`config.mk`:
```
export PLATFORM = sky130hd
export DESIGN_NAME = uart_xmit_arb
export DESIGN_NICKNAME = d
export VERILOG_FILES = /design/src/rtl/uart_xmit_arb.sv
export SDC_FILE = /design/constraint.sdc
export NUM_CORES = 1
export LEC_CHECK = 0
export ABC_AREA = 1
export BUFFER_PORTS_ARGS = -buffer_cell sky130_fd_sc_hd__buf_2
export CAP_MARGIN = 20
export CELL_PAD_IN_SITES_DETAIL_PLACEMENT = 0
export CELL_PAD_IN_SITES_GLOBAL_PLACEMENT = 1
export CORE_MARGIN = 1
export CORE_UTILIZATION = 30
export DETAILED_ROUTE_END_ITERATION = 16
export PLACE_DENSITY = 0.82
export SYNTH_ARGS = -nofsm -noshare
export SYNTH_HDL_FRONTEND = slang
export SYNTH_SLANG_ARGS = --single-unit
```
`constraint.sdc`:
```
create_clock -name sys_clk -period 5.2 [get_ports sys_clk]
set_clock_uncertainty 0.1 [all_clocks]
set_input_delay 0.26 -clock sys_clk [delete_from_list [all_inputs] [get_ports sys_clk]]
set_output_delay 0.26 -clock sys_clk [all_outputs]
set_load 0.1 [all_outputs]
```
`src/rtl/uart_xmit_arb.sv`:
```
// uart_xmit_arb
//
// Round-robin arbiter in front of a single UART transmitter. Four requesters
// hold a level request with their byte until acked; the winner's byte is
// latched onto xmit_dataH, xmitH is raised as a start request, and the
// transmitter handshake (xmit_doneH low while sending, high when idle) is
// followed to the end of the frame. An optional idle gap of GAP_CYCLES clocks
// separates frames.
//
// Build option:
//   UART_ARB_TIMEOUT_EN  when defined, each wait state is bounded by TIMEOUT
//                        clocks; expiry drops xmitH, pulses errH and moves on
//                        to the gap. When undefined, waits are unbounded and
//                        errH is tied low.
//
// Ports:
//   sys_clk      in   1   clock, rising edge
//   sys_rst_l    in   1   asynchronous active-low reset
//   reqH         in   4   per-requester level request
//   req_dataH    in  32   byte of requester i on bits [8i+7:8i]
//   ackH         out  4   one-cycle pulse, byte of requester i accepted
//   xmitH        out  1   start request to the transmitter
//   xmit_dataH   out  8   byte presented to the transmitter
//   xmit_doneH   in   1   transmitter idle (1) / sending (0)
//   busyH        out  1   arbiter not in IDLE
//   grant_idH    out  2   index of last granted requester
//   errH         out  1   one-cycle pulse on timeout abort
//
// state     | meaning
// ----------+----------------------------------------------------------
// IDLE      | waiting for a request while the transmitter is idle
// WAIT_BUSY | xmitH high, waiting for the transmitter to go busy
// WAIT_DONE | frame in flight, waiting for the transmitter to go idle
// GAP       | enforced idle clocks before the next grant

module uart_xmit_arb #(
    parameter int unsigned GAP_CYCLES = 2,
    parameter int unsigned TIMEOUT    = 1023
) (
    input  logic        sys_clk,
    input  logic        sys_rst_l,
    input  logic [3:0]  reqH,
    input  logic [31:0] req_dataH,
    output logic [3:0]  ackH,
    output logic        xmitH,
    output logic [7:0]  xmit_dataH,
    input  logic        xmit_doneH,
    output logic        busyH,
    output logic [1:0]  grant_idH,
    output logic        errH
);

    localparam int unsigned GAP_W = (GAP_CYCLES > 0) ? $clog2(GAP_CYCLES + 1) : 1;
    localparam logic [GAP_W-1:0] GAP_LOAD = GAP_W'(GAP_CYCLES);
    localparam logic [GAP_W-1:0] GAP_ONE  = GAP_W'(1);

    typedef enum logic [1:0] {
        IDLE      = 2'd0,
        WAIT_BUSY = 2'd1,
        WAIT_DONE = 2'd2,
        GAP       = 2'd3
    } arbStateT;

    arbStateT         state;
    arbStateT         nextState;
    logic             nextXmit;
    logic [7:0]       nextData;
    logic [3:0]       nextAck;
    logic [1:0]       nextGrant;
    logic [GAP_W-1:0] gapCnt;
    logic [GAP_W-1:0] nextGapCnt;
    logic             frameEnd;

    logic             winnerFound;
    logic [1:0]       winner;
    logic [1:0]       cand;

`ifdef UART_ARB_TIMEOUT_EN
    localparam int unsigned WAIT_W = (TIMEOUT > 1) ? $clog2(TIMEOUT + 1) : 1;
    // Abort fires on the edge where the count has already spent TIMEOUT-1
    // clocks in the state, so errH appears exactly TIMEOUT clocks after entry.
    localparam logic [WAIT_W-1:0] WAIT_LIMIT = WAIT_W'(TIMEOUT - 1);
    localparam logic [WAIT_W-1:0] WAIT_ONE   = WAIT_W'(1);

    logic [WAIT_W-1:0] waitCnt;
    logic [WAIT_W-1:0] nextWaitCnt;
    logic              nextErr;
`endif

    assign busyH = (state != IDLE);

    // Round-robin search: candidates grant+1, grant+2, grant+3, grant+0.
    always_comb begin
        winnerFound = 1'b0;
        winner      = grant_idH;
        cand        = 2'd0;
        for (int i = 1; i <= 4; i++) begin
            cand = grant_idH + 2'(i);
            if (!winnerFound && reqH[cand]) begin
                winnerFound = 1'b1;
                winner      = cand;
            end
        end
    end

    always_comb begin
        nextState  = state;
        nextXmit   = xmitH;
        nextData   = xmit_dataH;
        nextAck    = 4'b0000;
        nextGrant  = grant_idH;
        nextGapCnt = gapCnt;
        frameEnd   = 1'b0;
`ifdef UART_ARB_TIMEOUT_EN
        nextWaitCnt = waitCnt;
        nextErr     = 1'b0;
`endif

        unique case (state)
            IDLE: begin
                if (winnerFound && xmit_doneH) begin
                    nextData  = req_dataH[{winner, 3'b000} +: 8];
                    nextAck   = 4'b0001 << winner;
                    nextGrant = winner;
                    nextXmit  = 1'b1;
                    nextState = WAIT_BUSY;
`ifdef UART_ARB_TIMEOUT_EN
                    nextWaitCnt = '0;
`endif
                end
            end

            WAIT_BUSY: begin
                if (!xmit_doneH) begin
                    nextXmit  = 1'b0;
                    nextState = WAIT_DONE;
`ifdef UART_ARB_TIMEOUT_EN
                    nextWaitCnt = '0;
                end else if (waitCnt == WAIT_LIMIT) begin
                    nextXmit = 1'b0;
                    nextErr  = 1'b1;
                    frameEnd = 1'b1;
                end else begin
                    nextWaitCnt = waitCnt + WAIT_ONE;
`endif
                end
            end

            WAIT_DONE: begin
                if (xmit_doneH) begin
                    frameEnd = 1'b1;
`ifdef UART_ARB_TIMEOUT_EN
                end else if (waitCnt == WAIT_LIMIT) begin
                    nextXmit = 1'b0;
                    nextErr  = 1'b1;
                    frameEnd = 1'b1;
                end else begin
                    nextWaitCnt = waitCnt + WAIT_ONE;
`endif
                end
            end

            GAP: begin
                // Leave on the clock the counter hits zero; never wraps.
                if (gapCnt <= GAP_ONE) begin
                    nextGapCnt = '0;
                    nextState  = IDLE;
                end else begin
                    nextGapCnt = gapCnt - GAP_ONE;
                end
            end

            default: begin
                nextState = IDLE;
            end
        endcase

        if (frameEnd) begin
            if (GAP_CYCLES == 0) begin
                nextState = IDLE;
            end else begin
                nextState  = GAP;
                nextGapCnt = GAP_LOAD;
            end
        end
    end

    always_ff @(posedge sys_clk or negedge sys_rst_l) begin
        if (!sys_rst_l) begin
            state      <= IDLE;
            xmitH      <= 1'b0;
            xmit_dataH <= 8'h00;
            ackH       <= 4'b0000;
            grant_idH  <= 2'd3;
            gapCnt     <= '0;
        end else begin
            state      <= nextState;
            xmitH      <= nextXmit;
            xmit_dataH <= nextData;
            ackH       <= nextAck;
            grant_idH  <= nextGrant;
            gapCnt     <= nextGapCnt;
        end
    end

`ifdef UART_ARB_TIMEOUT_EN
    always_ff @(posedge sys_clk or negedge sys_rst_l) begin
        if (!sys_rst_l) begin
            waitCnt <= '0;
            errH    <= 1'b0;
        end else begin
            waitCnt <= nextWaitCnt;
            errH    <= nextErr;
        end
    end
`else
    assign errH = 1'b0;
`endif

endmodule
```
## Word level (Yosys, flattened, before mapping)

Cells that the tools add are included.
Widths: inputs -> output; s select.

| storage, ports and cells | value |
|---|---|
| register bits after elaboration | 19 |
| input port bits | 39 |
| output and inout bits | 17 |
| logic and storage cells | 71 |

| cells by class | value |
|---|---|
| add/subtract/negate cells | 4 |
| magnitude comparators | 5 |
| eq/ne operators | 8 |
| shift-type cells | 2 |
| multiplexer cells | 31 |
| reductions and logical operators | 15 |

Operators with widths:

| kind | count |
|---|---|
| $shiftx 32x6->8 | 1 |
| $mux 2 | 11 |
| $lt 2x3->1 const B | 4 |
| $mux 1 | 12 |
| $ne 3x3->1 const B | 3 |
| $bmux 1 s2 | 4 |
| $mux 4 | 2 |
| $pmux 2 s3 | 1 |
| $reduce_bool 2->1 | 3 |
| $add 2x2->2 const B | 2 |
| $eq 2x2->1 const B | 2 |
| $logic_and 1x1->1 | 4 |
| $ne 2x2->1 const B | 2 |
| $reduce_and 4->1 | 1 |
| $reduce_bool 4->1 | 1 |
| $shl 1x2->4 const A | 1 |
| $logic_not 1->1 | 3 |
| $reduce_and 3->1 | 1 |
| $add 2x1->2 const B | 1 |
| $eq 2x1->1 const B | 1 |
| $le 2x1->1 const B | 1 |
| $logic_not 2->1 | 1 |
| $pmux 1 s2 | 1 |
| $reduce_and 2->1 | 1 |
| $sub 2x1->2 const B | 1 |

## Depth between registers and ports, before layout

Gate-level depths: netlist (run 1).

| depth | value |
|---|---|
| depth after elaboration | 17 |
| gate-level depth with buffers | 14 |
| depth with buffers taken out | 12 |

## Least setup slack after synthesis (run 1)

OpenSTA, ideal clock, no wires.

| path | value |
|---|---|
| path type | register to register |
| start point | register grant_idH[0] |
| end point | register xmit_dataH[0] |
| setup time | 0.120 ns |
| data arrival time | 1.944 ns |
| data required time | 4.980 ns |
| setup slack | 3.036 ns |
| cell stages (with the launch flop) | 13 |
| path buffers | 1 |
| clock period less this slack | 2.164 ns |
| cell sequence | dfstp_2 > buf_6 > inv_8 > nand2_2 > nand3_1 > nand2_1 > nor2_1 > nand2_1 > nand2_2 > nor2_4 > inv_1 > nand2_1 > nand2_1 |

| on the way | value |
|---|---|
| cells in the longest elaborated chain, start to end | 15 |
| elaborated cells between the ends (all ways) | 28 |
| those cells by class | 3 x add/sub; 1 x shift; 16 x mux; 8 x reduce/logical |

Ends and longest elaborated chain:

| element | RTL line | RTL |
|---|---|---|
| start: declaration | 49 | `output logic [1:0] grant_idH,` |
| start signal: assignment | 201 | `grant_idH <= nextGrant;` |
| branches (longest 15 deep; another with $add 2x1->2) | - |  |
| end signal: assignment | 199 | `xmit_dataH <= nextData;` |
| end: declaration | 46 | `output logic [7:0] xmit_dataH,` |

Several ways; the timed one is not identified. The select of a mux whose other input is x is not followed.
A chain may end at the register's enable or synchronous reset.

## Worst setup path in the final report (run 1)

| path | value |
|---|---|
| start point | register grant_idH[0] |
| end point | register xmit_dataH[6] |

Same word-level chain as after synthesis.

==> key figures, run 1 <==
Routing
  – Total Routed Length: 3650 µm
  – Post-DR vias/cell: 4.51
  – Drt drc: 0
  – Per-cell routed wire length: 10.8 µm
  – Vias: 1,520
  – First-iteration detailed-routing DRC count: 65
  – First-pass DRT Iterations: 4
  – Final ANT Viol Nets: 0

Global route
  – GR Overflow Total: 0
  – Initial antenna violation count: 0
  – Largest net degree at the start of global routing: 20
  – Vias in the first global route: 1,420
  – First-pass GRT wire length: 6150 µm
  – Overall Global Routing Usage: 0.149

Clock network
  – CTS resizes: 0
  – Clock Tree Buf Depth: 2
  – CTS Buf Count: 3
  – H-tree Lvls: 1
  – Post-CTS setup buffers: 0
  – CTS Sinks: 19
  – Clock Latency Late Sink: 0.25 ns
  – Reg clk slew, reported paths: 0.07 ns
  – Hold_buf cts: 1
  – CTS tree: built
  – Clock Root Buffer: clkbuf_8

Critical path
  – Cell mode on critical path: nand2_1
  – Worst stage delay on the critical path: 0.70 ns
  – CP startpoint kind: flop
  – Crit path kind: reg2reg
  – Crit Path Max Fanout: 15
  – CP top delay family: simple AND/OR/NAND/NOR gates
  – WP data arrival: 2.21 ns
  – Worst-path cell chain: inv_8 -> nand2_1 -> nand3_1 -> nand2_1 -> nor2_1 -> nand2_1 -> nand2_2 -> nor2_4 -> inv_1 -> nand2_1 -> nand2_1
  – CP bufs+invs: 2
  – Crit path max-delay cell type: dfstp_2
  – CP Capture Type: flop
  – Req. time, crit path: 5.25 ns

Die
  – Die area: 0.00529 mm²
  – I/O pins: 56
  – Die H: 72.7 µm
  – Row Count: 25
  – Initial core utilization: 0.316
  – Core box area: 0.00475 mm²
  – Die Wd: 72.7 µm

Worst hold path
  – Hold/Removal Path Class: in2reg

Synthesis
  – Post-Syn Area: 0.00150 mm²
  – Seq/Total Area, Yosys: 0.319
  – Avg Cell Area, Syn: 6.88 µm²
  – Seq cells post-synth: 19
  – Post-Syn Nets: 261
  – Synth Instances: 218
  – Post-synth cell types: 25
  – Warnings from Yosys: 0

Placed design
  – Buffers added on ports: 54
  – Post-DP HPWL: 2890 µm
  – Routability cong.: 0.771
  – DP Worst Slack: 3.03 ns

STA
  – Fin crit period: 2.17 ns
  – Final WS setup: 3.03 ns
  – RSZ-0062 raised after global routing: no
  – Final setup vio count: 0
  – Slew @ Worst Pin: 0.801 ns
  – Final hold vios: 0
  – Final setup TNS: 0 ns
  – Final slew viol count: 0
  – Period utilization: 0.416
  – Slew margin rel.: 0.464
  – Highest clock rate: 462 MHz

Layout
  – Most common library cell in the layout ignoring fill and taps: nand2_1
  – Nets: 314
  – Fill cells: 551
  – # diodes: 0
  – Area delta synth->final: 23.2%
  – Layout cells sized above 1: 0.315
  – Commonest non-fill, non-tap cells in the layout: nand2_1, buf_2, nand3_1

Run
  – Max-cap violations: 0

Run status
  – Outcome: finished, final reports clean
[per-layer routing]
layer | wire [µm] | GRT usage | vias to the layer above
met2 | 1820 | 0.266 | 33
met5 | 0 | 0 | -
met1 | 1630 | 0.182 | 693
li1 | - | - | 792
met4 | 14 | 0.0392 | 0
met3 | 188 | 0.0318 | 2
[worst reg2reg max path, delay by kind of cell (launching register included)]
kind                   cells  cell delay [ns]
buffers and inverters      2             0.31
DFF                        1             0.70
and+or+nand+nor            9             0.95
[kinds of logic (layout without fill, tap and decap cells)]
| group | Yosys count | in the layout | synth area share |
|---|---|---|---|
| other | 1 | 1 | 0.00250 |
| adder cells (fa/ha/maj) | 4 | 4 | 0.0334 |
| buffers and inverters | 30 | 82 | 0.104 |
| flip-flops | 19 | 19 | 0.319 |
| AND/OR/NAND/NOR | 155 | 155 | 0.501 |
| AO/OA/AOI/OAI | 9 | 9 | 0.0400 |
[state kept, by name, summed over array words and instances (netlist names)]
register and flops:
grant_idH 2, xmit_dataH 8, state 2, xmitH 1, gapCnt 2, ackH 4
[synthesized netlist by cell type]
master,count,area (µm²)
o21ai_0,3,15.0
o21ai_2,1,8.76
dfrtp_1,17,425
buf_4,1,7.51
buf_2,2,10.0
nand2_2,13,81.3
nor2_4,1,11.3
inv_2,3,11.3
inv_8,1,11.3
nor2_1,6,22.5
inv_1,19,71.3
nand2_1,86,323
nand3_1,33,165
buf_6,4,45.0
conb_1,1,3.75
a21oi_1,1,5.00
dfstp_2,2,52.6
a221oi_1,1,8.76
nand4_1,2,12.5
o21ai_1,2,10.0
o211ai_2,1,12.5
nand3_4,2,35.0
nand2_4,3,33.8
nand3b_1,9,67.6
ha_1,4,50.1
[through the flow]
step	instance area [µm²]	hold WS [ns]	utilization	cells
detailed placement	1790	0.113	0.377	332
global placement	1790	0.116	0.377	332
floorplan	1500	-0.136	-	218
global route	1850	0.200	0.389	337
finish	1850	0.180	0.389	337
CTS	1850	0.179	0.389	337
[cell type report]
| class | count | area, µm² | share of cell area |
|---|---|---|---|
| inverter | 23 | 93.8 | 0.0508 |
| tap | 67 | 83.8 | 0.0454 |
| clock inverter | 1 | 5.00 | 0.00271 |
| timing repair buffer | 55 | 280 | 0.152 |
| multi-input combinational | 169 | 866 | 0.469 |
| clock buffer | 3 | 41.3 | 0.0223 |
| sequential | 19 | 478 | 0.259 |
[worst paths after layout]
check / start / end / slack, ns / cells after the start
setup / recovery: grant_idH[0] / xmit_dataH[6] / 3.03 / 11
hold / removal: xmit_doneH / gapCnt[0] / 0.18 / 2
setup reg to reg: grant_idH[0] / xmit_dataH[6] / 3.03 / 11
hold reg to reg: gapCnt[0] / gapCnt[0] / 0.38 / 1
max in group asynchronous: sys_rst_l / grant_idH[1] / 4.32 / 2
min in group asynchronous: sys_rst_l / gapCnt[1] / 0.37 / 2
Power of run 1 is left out: the tool's default activity adds up to more than one toggle a clock period on the data nets, which glitch-free logic cannot reach.
==> inputs of run 2 (changes only) <==
Settings changed: ABC_AREA 1 to 0, PLACE_DENSITY 0.82 to 0.81.
Clock period 5.2 ns to 2.2 ns, I/O delays scaled along.
==> run 2 against run 1 <==
Against the previous run: hold slack worse by 0.18 ns; via count is 26% lower; non-clock buffer count is 6 higher; first-iteration DRC count is 14% lower; area after synthesis is 16% lower; synthesized cell count is 42% lower; critical endpoint is now xmit_dataH[1]; cell area is 11% lower; sequential share of layout area is 3.3 points higher; clock-buffer cell count stayed put; critical path depth is 6 lower; final cell count is 31% lower.
==> key figures, run 2 <==
Placed design
  – Cells after DPL: 228
  – Buffers added on ports: 54
  – Area after DPL: 0.00158 mm²
  – Routability cong.: 0.699
  – Post-DP HPWL: 2330 µm

Power and ir drop
  – Power Dens Cells: 1760 mW/mm²
  – Leak: 0.830 nW
  – Peak supply drop: 0.000721 V

STA
  – Highest clock rate: 518 MHz
  – Fin crit period: 1.93 ns
  – RSZ-0062 raised after global routing: no
  – Final setup TNS: 0 ns
  – Period utilization: 0.877
  – Slew @ Worst Pin: 0.551 ns
  – Final setup vio count: 0
  – Slew margin rel.: 0.632
  – Final slew viol count: 0
  – Final hold vios: 0

Synthesis
  – Yosys top cell area share: 0.336
  – Seq/Total Area, Yosys: 0.377
  – Post-synth EDFFs: 0
  – Seq cells post-synth: 19
  – Fraction of registers with async set/reset: 1.00
  – Synth Instances: 127
  – Avg Cell Area, Syn: 9.97 µm²
  – Most frequent cell after synthesis: dfrtp_1
  – Post-Syn Nets: 170
  – Most common library cells after synthesis: dfrtp_1, and3_1, nand2_1
  – Post-synth cell types: 35
  – Largest cells by area after synthesis: dfrtp_1, a211oi_2, and3_1, o31ai_2, a211oi_1
  – Post-Syn Area: 0.00127 mm²
  – Synth area leader: dfrtp_1
  – Warnings from Yosys: 0
  – Top_reg_cell synth: dfrtp_1

Layout
  – Sequential Area: 478 µm²
  – Area of the multi-input gates: 698 µm²
  – Commonest non-fill, non-tap cells in the layout: buf_2, dfrtp_1, and3_1
  – Most common library cell in the layout ignoring fill and taps: buf_2
  – Nets: 227
  – Final cell count without fillers: 233
  – Register with the most flip-flops: xmit_dataH
  – Fill cells: 433
  – Area delta synth->final: 29.2%
  – Max FFs per register: 8
  – # diodes: 0
  – Layout cells sized above 1: 0.470
  – Top Registers: xmit_dataH x8, ackH x4
  – Design area: 0.00164 mm²

Routing
  – Post-DR vias/cell: 4.81
  – Vias: 1,121
  – First-pass DRT Iterations: 4
  – First-iteration detailed-routing DRC count: 56
  – Total Routed Length: 3110 µm
  – Drt drc: 0
  – Final ANT Viol Nets: 0
  – Per-cell routed wire length: 13.3 µm

Die
  – Die Wd: 67.0 µm
  – I/O pins: 56
  – Core box area: 0.00403 mm²
  – Die H: 67.0 µm
  – Initial core utilization: 0.314
  – Die area: 0.00448 mm²
  – Row Count: 23

Critical path
  – Worst Setup SP: grant_idH[0]
  – Crit Path Max Fanout: 10
  – CP bufs+invs: 0
  – Worst-path cell chain: nor2b_4 -> a21o_1 -> a221o_1 -> a211oi_2 -> o31ai_2
  – Req. time, crit path: 2.23 ns
  – WP data arrival: 1.96 ns
  – CP top delay family: compound AO/OA/AOI/OAI gates
  – Crit path kind: reg2reg
  – Worst stage delay on the critical path: 0.60 ns
  – Crit path max-delay cell type: dfstp_2
  – CP Capture Type: flop
  – CP startpoint kind: flop
  – R2r startpoint: grant_idH[0]

Worst hold path
  – Hold/Removal Path Class: in2reg
  – Hold Startpoint: xmit_doneH

Run
  – Max-cap violations: 0

Clock network
  – CTS tree: built
  – CTS Buf Count: 3
  – CTS resizes: 0
  – CTS Sinks: 19
  – Reg clk slew, reported paths: 0.07 ns
  – H-tree Lvls: 1
  – Clock Root Buffer: clkbuf_8
  – Clock Latency Late Sink: 0.25 ns
  – Clock Tree Buf Depth: 2

Global route
  – Vias in the first global route: 1,080
  – Overall Global Routing Usage: 0.146
  – Largest net degree at the start of global routing: 23
  – GR Overflow Total: 0
  – Initial antenna violation count: 0
  – First-pass GRT wire length: 4940 µm

Run status
  – Outcome: finished, final reports clean
## run 2: changes by cell type in the layout (fill, tap and decap cells not counted), sizes merged, moves of 16 or more
| cell | change |
|---|---|
| inv | -16 |
| a211oi | +17 |
| nand2 | -87 |
| nand3 | -35 |
| and3 | +16 |
## run 2: worst register-to-register path, delay by kind of cell (launching register included)
family	cells	cell delay, ns
AO/OA/AOI/OAI	4	1.04
AND/OR/NAND/NOR	1	0.06
flip-flops	1	0.60
## run 2: cell type report
class / count / area share
multi-input combinational: 92 / 0.427
inverter: 7 / 0.0161
timing repair buffer: 61 / 0.199
clock inverter: 1 / 0.00306
clock buffer: 3 / 0.0252
sequential: 19 / 0.292
tap: 50 / 0.0382
## run 2: cells by family after synthesis
kind of cell	after synthesis	share of synthesized area
AND/OR/NAND/NOR	44	0.187
other	1	0.00296
buffers and inverters	16	0.0711
AO/OA/AOI/OAI	42	0.314
flip-flops	19	0.377
multiplexers	1	0.00791
adder cells (fa/ha/maj)	4	0.0395
## run 2: metal layers
metal / up-vias / part of all wire / GRT usage
li1: 578 / - / -
met1: 516 / 0.47 / 0.198
met2: 25 / 0.49 / 0.239
met3: 2 / 0.033 / 0.0154
met4: 0 / 0.0048 / 0.0505
met5: - / 0 / 0
## run 2: metrics by stage
| stage | total power, mW | util | hold WS (ns) | setup WS (ns) |
|---|---|---|---|---|
| after global routing | 3.07 | 0.406 | 0.0223 | 0.122 |
| final | 2.88 | 0.406 | 0.00347 | 0.270 |
| after floorplan | 2.31 | - | -0.286 | 0.0388 |
| after global placement | 2.63 | 0.392 | -0.0205 | 0.281 |
| after CTS | 2.90 | 0.406 | 0.00709 | 0.240 |
| after detailed placement | 2.65 | 0.392 | -0.0120 | 0.257 |
## run 2: report_power, final
part	switching (mW)	total [mW]	internal, mW
Sequential	0.0984	0.606	0.508
Combinational	1.50	2.02	0.522
Clock	0.123	0.249	0.126
## run 2: worst paths after layout
path / endpoint / slack, ns / cells past startpoint
min: gapCnt[0] / 0.003 / 2
max in group asynchronous: grant_idH[0] / 1.42 / 2
min reg2reg: xmit_dataH[7] / 0.39 / 2
max reg2reg: xmit_dataH[1] / 0.27 / 5
max: xmit_dataH[1] / 0.27 / 5
min in group asynchronous: ackH[3] / 0.23 / 2
## run 2: repair_timing
item	CTS	global route
setup endpoints to repair	0	0
hold endpoints to repair	17	0
setup buffers	0	0
hold buffers	1	0
(Power assumes the default switching activity.)
==> inputs of run 3 (changes only) <==
Settings changed: PLACE_DENSITY 0.81 to 0.75, RECOVER_POWER set to 25.
==> run 3 against run 2 <==
Against the previous run: critical path type unchanged; sequential share of layout area is 0.27 points higher; power is 0.64% lower; critical path depth stayed put; maximum frequency is 4.4% lower; register-to-register slack worse by 0.09 ns; non-clock buffer count is 2 lower; highest routed layer unchanged; utilization is 0.37 points lower; via count is 4.2% higher; flip-flop and latch count stayed put; wire length is 5.8% higher; sequential power is 2% higher.
==> key figures, run 3 (synthesis results as in run 2) <==
Clock network
  – CTS resizes: 0
  – CTS Buf Count: 3
  – Clock Root Buffer: clkbuf_8
  – CTS Sinks: 19
  – H-tree Lvls: 1
  – Clock Latency Late Sink: 0.25 ns
  – Post-CTS setup buffers: 0
  – Clock Tree Buf Depth: 2
  – Reg clk slew, reported paths: 0.08 ns
  – CTS tree: built

Worst hold path
  – Hold Path Cell Cnt: 3
  – Hold Startpoint: req_dataH[21]
  – Hold/Removal Path Class: in2reg
  – Worst Hold Path EP: xmit_dataH[5]

Layout
  – # diodes: 0
  – Commonest non-fill, non-tap cells in the layout: buf_2, dfrtp_1, and3_1
  – Top Registers: xmit_dataH x8, ackH x4
  – Max FFs per register: 8
  – Layout cells sized above 1: 0.448
  – Nets: 225
  – Area delta synth->final: 28.1%
  – Final cell count without fillers: 231
  – Most common library cell in the layout ignoring fill and taps: buf_2
  – Register with the most flip-flops: xmit_dataH
  – Design area: 0.00162 mm²

STA
  – Final WS setup: 0.181 ns
  – Final setup vio count: 0
  – Highest clock rate: 495 MHz
  – RSZ-0062 raised after global routing: no
  – Final slew viol count: 0
  – Slew margin rel.: 0.305
  – Hold Slack: 0.0874 ns
  – Slew @ Worst Pin: 1.04 ns
  – Period utilization: 0.918
  – Fin crit period: 2.02 ns
  – Final setup TNS: 0 ns
  – Final hold vios: 0

Placed design
  – Area after DPL: 0.00156 mm²
  – Post-DP HPWL: 2540 µm
  – Routability cong.: 0.797
  – DP Worst Slack: 0.200 ns
  – Buffers added on ports: 54
  – Cells after DPL: 225

Global route
  – GR Overflow Total: 0
  – Initial antenna violation count: 0
  – Overall Global Routing Usage: 0.148
  – First-pass GRT wire length: 4960 µm
  – Largest net degree at the start of global routing: 26
  – Vias in the first global route: 1,108

Routing
  – Vias: 1,168
  – Total Routed Length: 3290 µm
  – First-pass DRT Iterations: 4
  – First-iteration detailed-routing DRC count: 77
  – Final ANT Viol Nets: 0
  – Per-cell routed wire length: 14.2 µm
  – Drt drc: 0
  – Post-DR vias/cell: 5.06

Die
  – Die Wd: 67.0 µm
  – Die area: 0.00448 mm²
  – I/O pins: 56
  – Initial core utilization: 0.314
  – Core box area: 0.00403 mm²
  – Row Count: 23
  – Die H: 67.0 µm

Critical path
  – Req. time, crit path: 2.27 ns
  – Crit Path Max Fanout: 19
  – Worst-case reg-to-reg path depth: 5
  – R2R Setup Slk: 0.18 ns
  – CP Capture Type: flop
  – WP data arrival: 2.09 ns
  – R2r startpoint: grant_idH[0]
  – Reg-to-reg endpoint: xmit_dataH[0]
  – CP startpoint kind: flop
  – Crit path kind: reg2reg

Power and ir drop
  – Peak supply drop: 0.000535 V
  – Power Dens Cells: 1760 mW/mm²
  – Leak: 0.814 nW

Run
  – Max-cap violations: 0

Run status
  – Outcome: finished, final reports clean
## run 3: cell types whose count changed in the layout (fill, tap and decap cells not counted), sizes merged
cell         before  now
buf              60   56
clkinv            1    0
clkbuf            3    5
dlygate4sd3       1    2
## run 3: timing repair
item / 4_1_cts / 5_1_grt
hold buffers: 2 / 0
hold endpoints to repair: 18 / 0
endpoints found under the setup margin: 0 / 0
## run 3: critical path: stages (launching register included)
cell and delay, ns:
dfstp_2 0.62, nand2b_1 0.21, o211ai_4 0.20, nand2_2 0.40
a211oi_1 0.17, o31ai_2 0.23
## run 3: cell type report
class                           instances  area (µm²)
Sequential cell                        19         478
Tap cell                               50        62.6
Inverter                                7        26.3
Multi-Input combinational cell         92         698
Fill cell                             425        2410
Clock buffer                            4        45.0
Timing Repair Buffer                   59         312
## run 3: per-stage QoR
stage           util  total power, mW
2_1_floorplan      -             2.31
3_3_place_gp   0.387             2.56
3_5_place_dp   0.387             2.62
4_1_cts        0.403             2.88
5_1_grt        0.402             3.02
6_report       0.402             2.86
## run 3: how the worst max path moves through the flow
stage | from | to | slack (ns) | depth (start not counted)
2_1_floorplan | state[0] | xmit_dataH[0] | 0.04 | 8
3_3_place_gp | grant_idH[0] | xmit_dataH[4] | 0.28 | 5
3_5_place_dp | grant_idH[0] | xmit_dataH[0] | 0.20 | 5
4_1_cts | grant_idH[0] | xmit_dataH[0] | 0.18 | 5
5_1_grt | grant_idH[0] | xmit_dataH[6] | 0.03 | 5
6_report | grant_idH[0] | xmit_dataH[0] | 0.18 | 5
## run 3: where the power goes
part           switching (mW)  internal (mW)
logic                    1.50          0.491
clock network           0.118          0.129
registers               0.111          0.509
total                    1.73           1.13
## run 3: metal layers
layer | wire (µm) | up-vias | global-route usage | share of wire
li1 | - | 575 | - | -
met1 | 1380 | 556 | 0.179 | 0.42
met2 | 1720 | 35 | 0.271 | 0.52
met3 | 156 | 2 | 0.0137 | 0.047
met4 | 27 | 0 | 0.0452 | 0.0082
met5 | 0 | - | 0 | 0
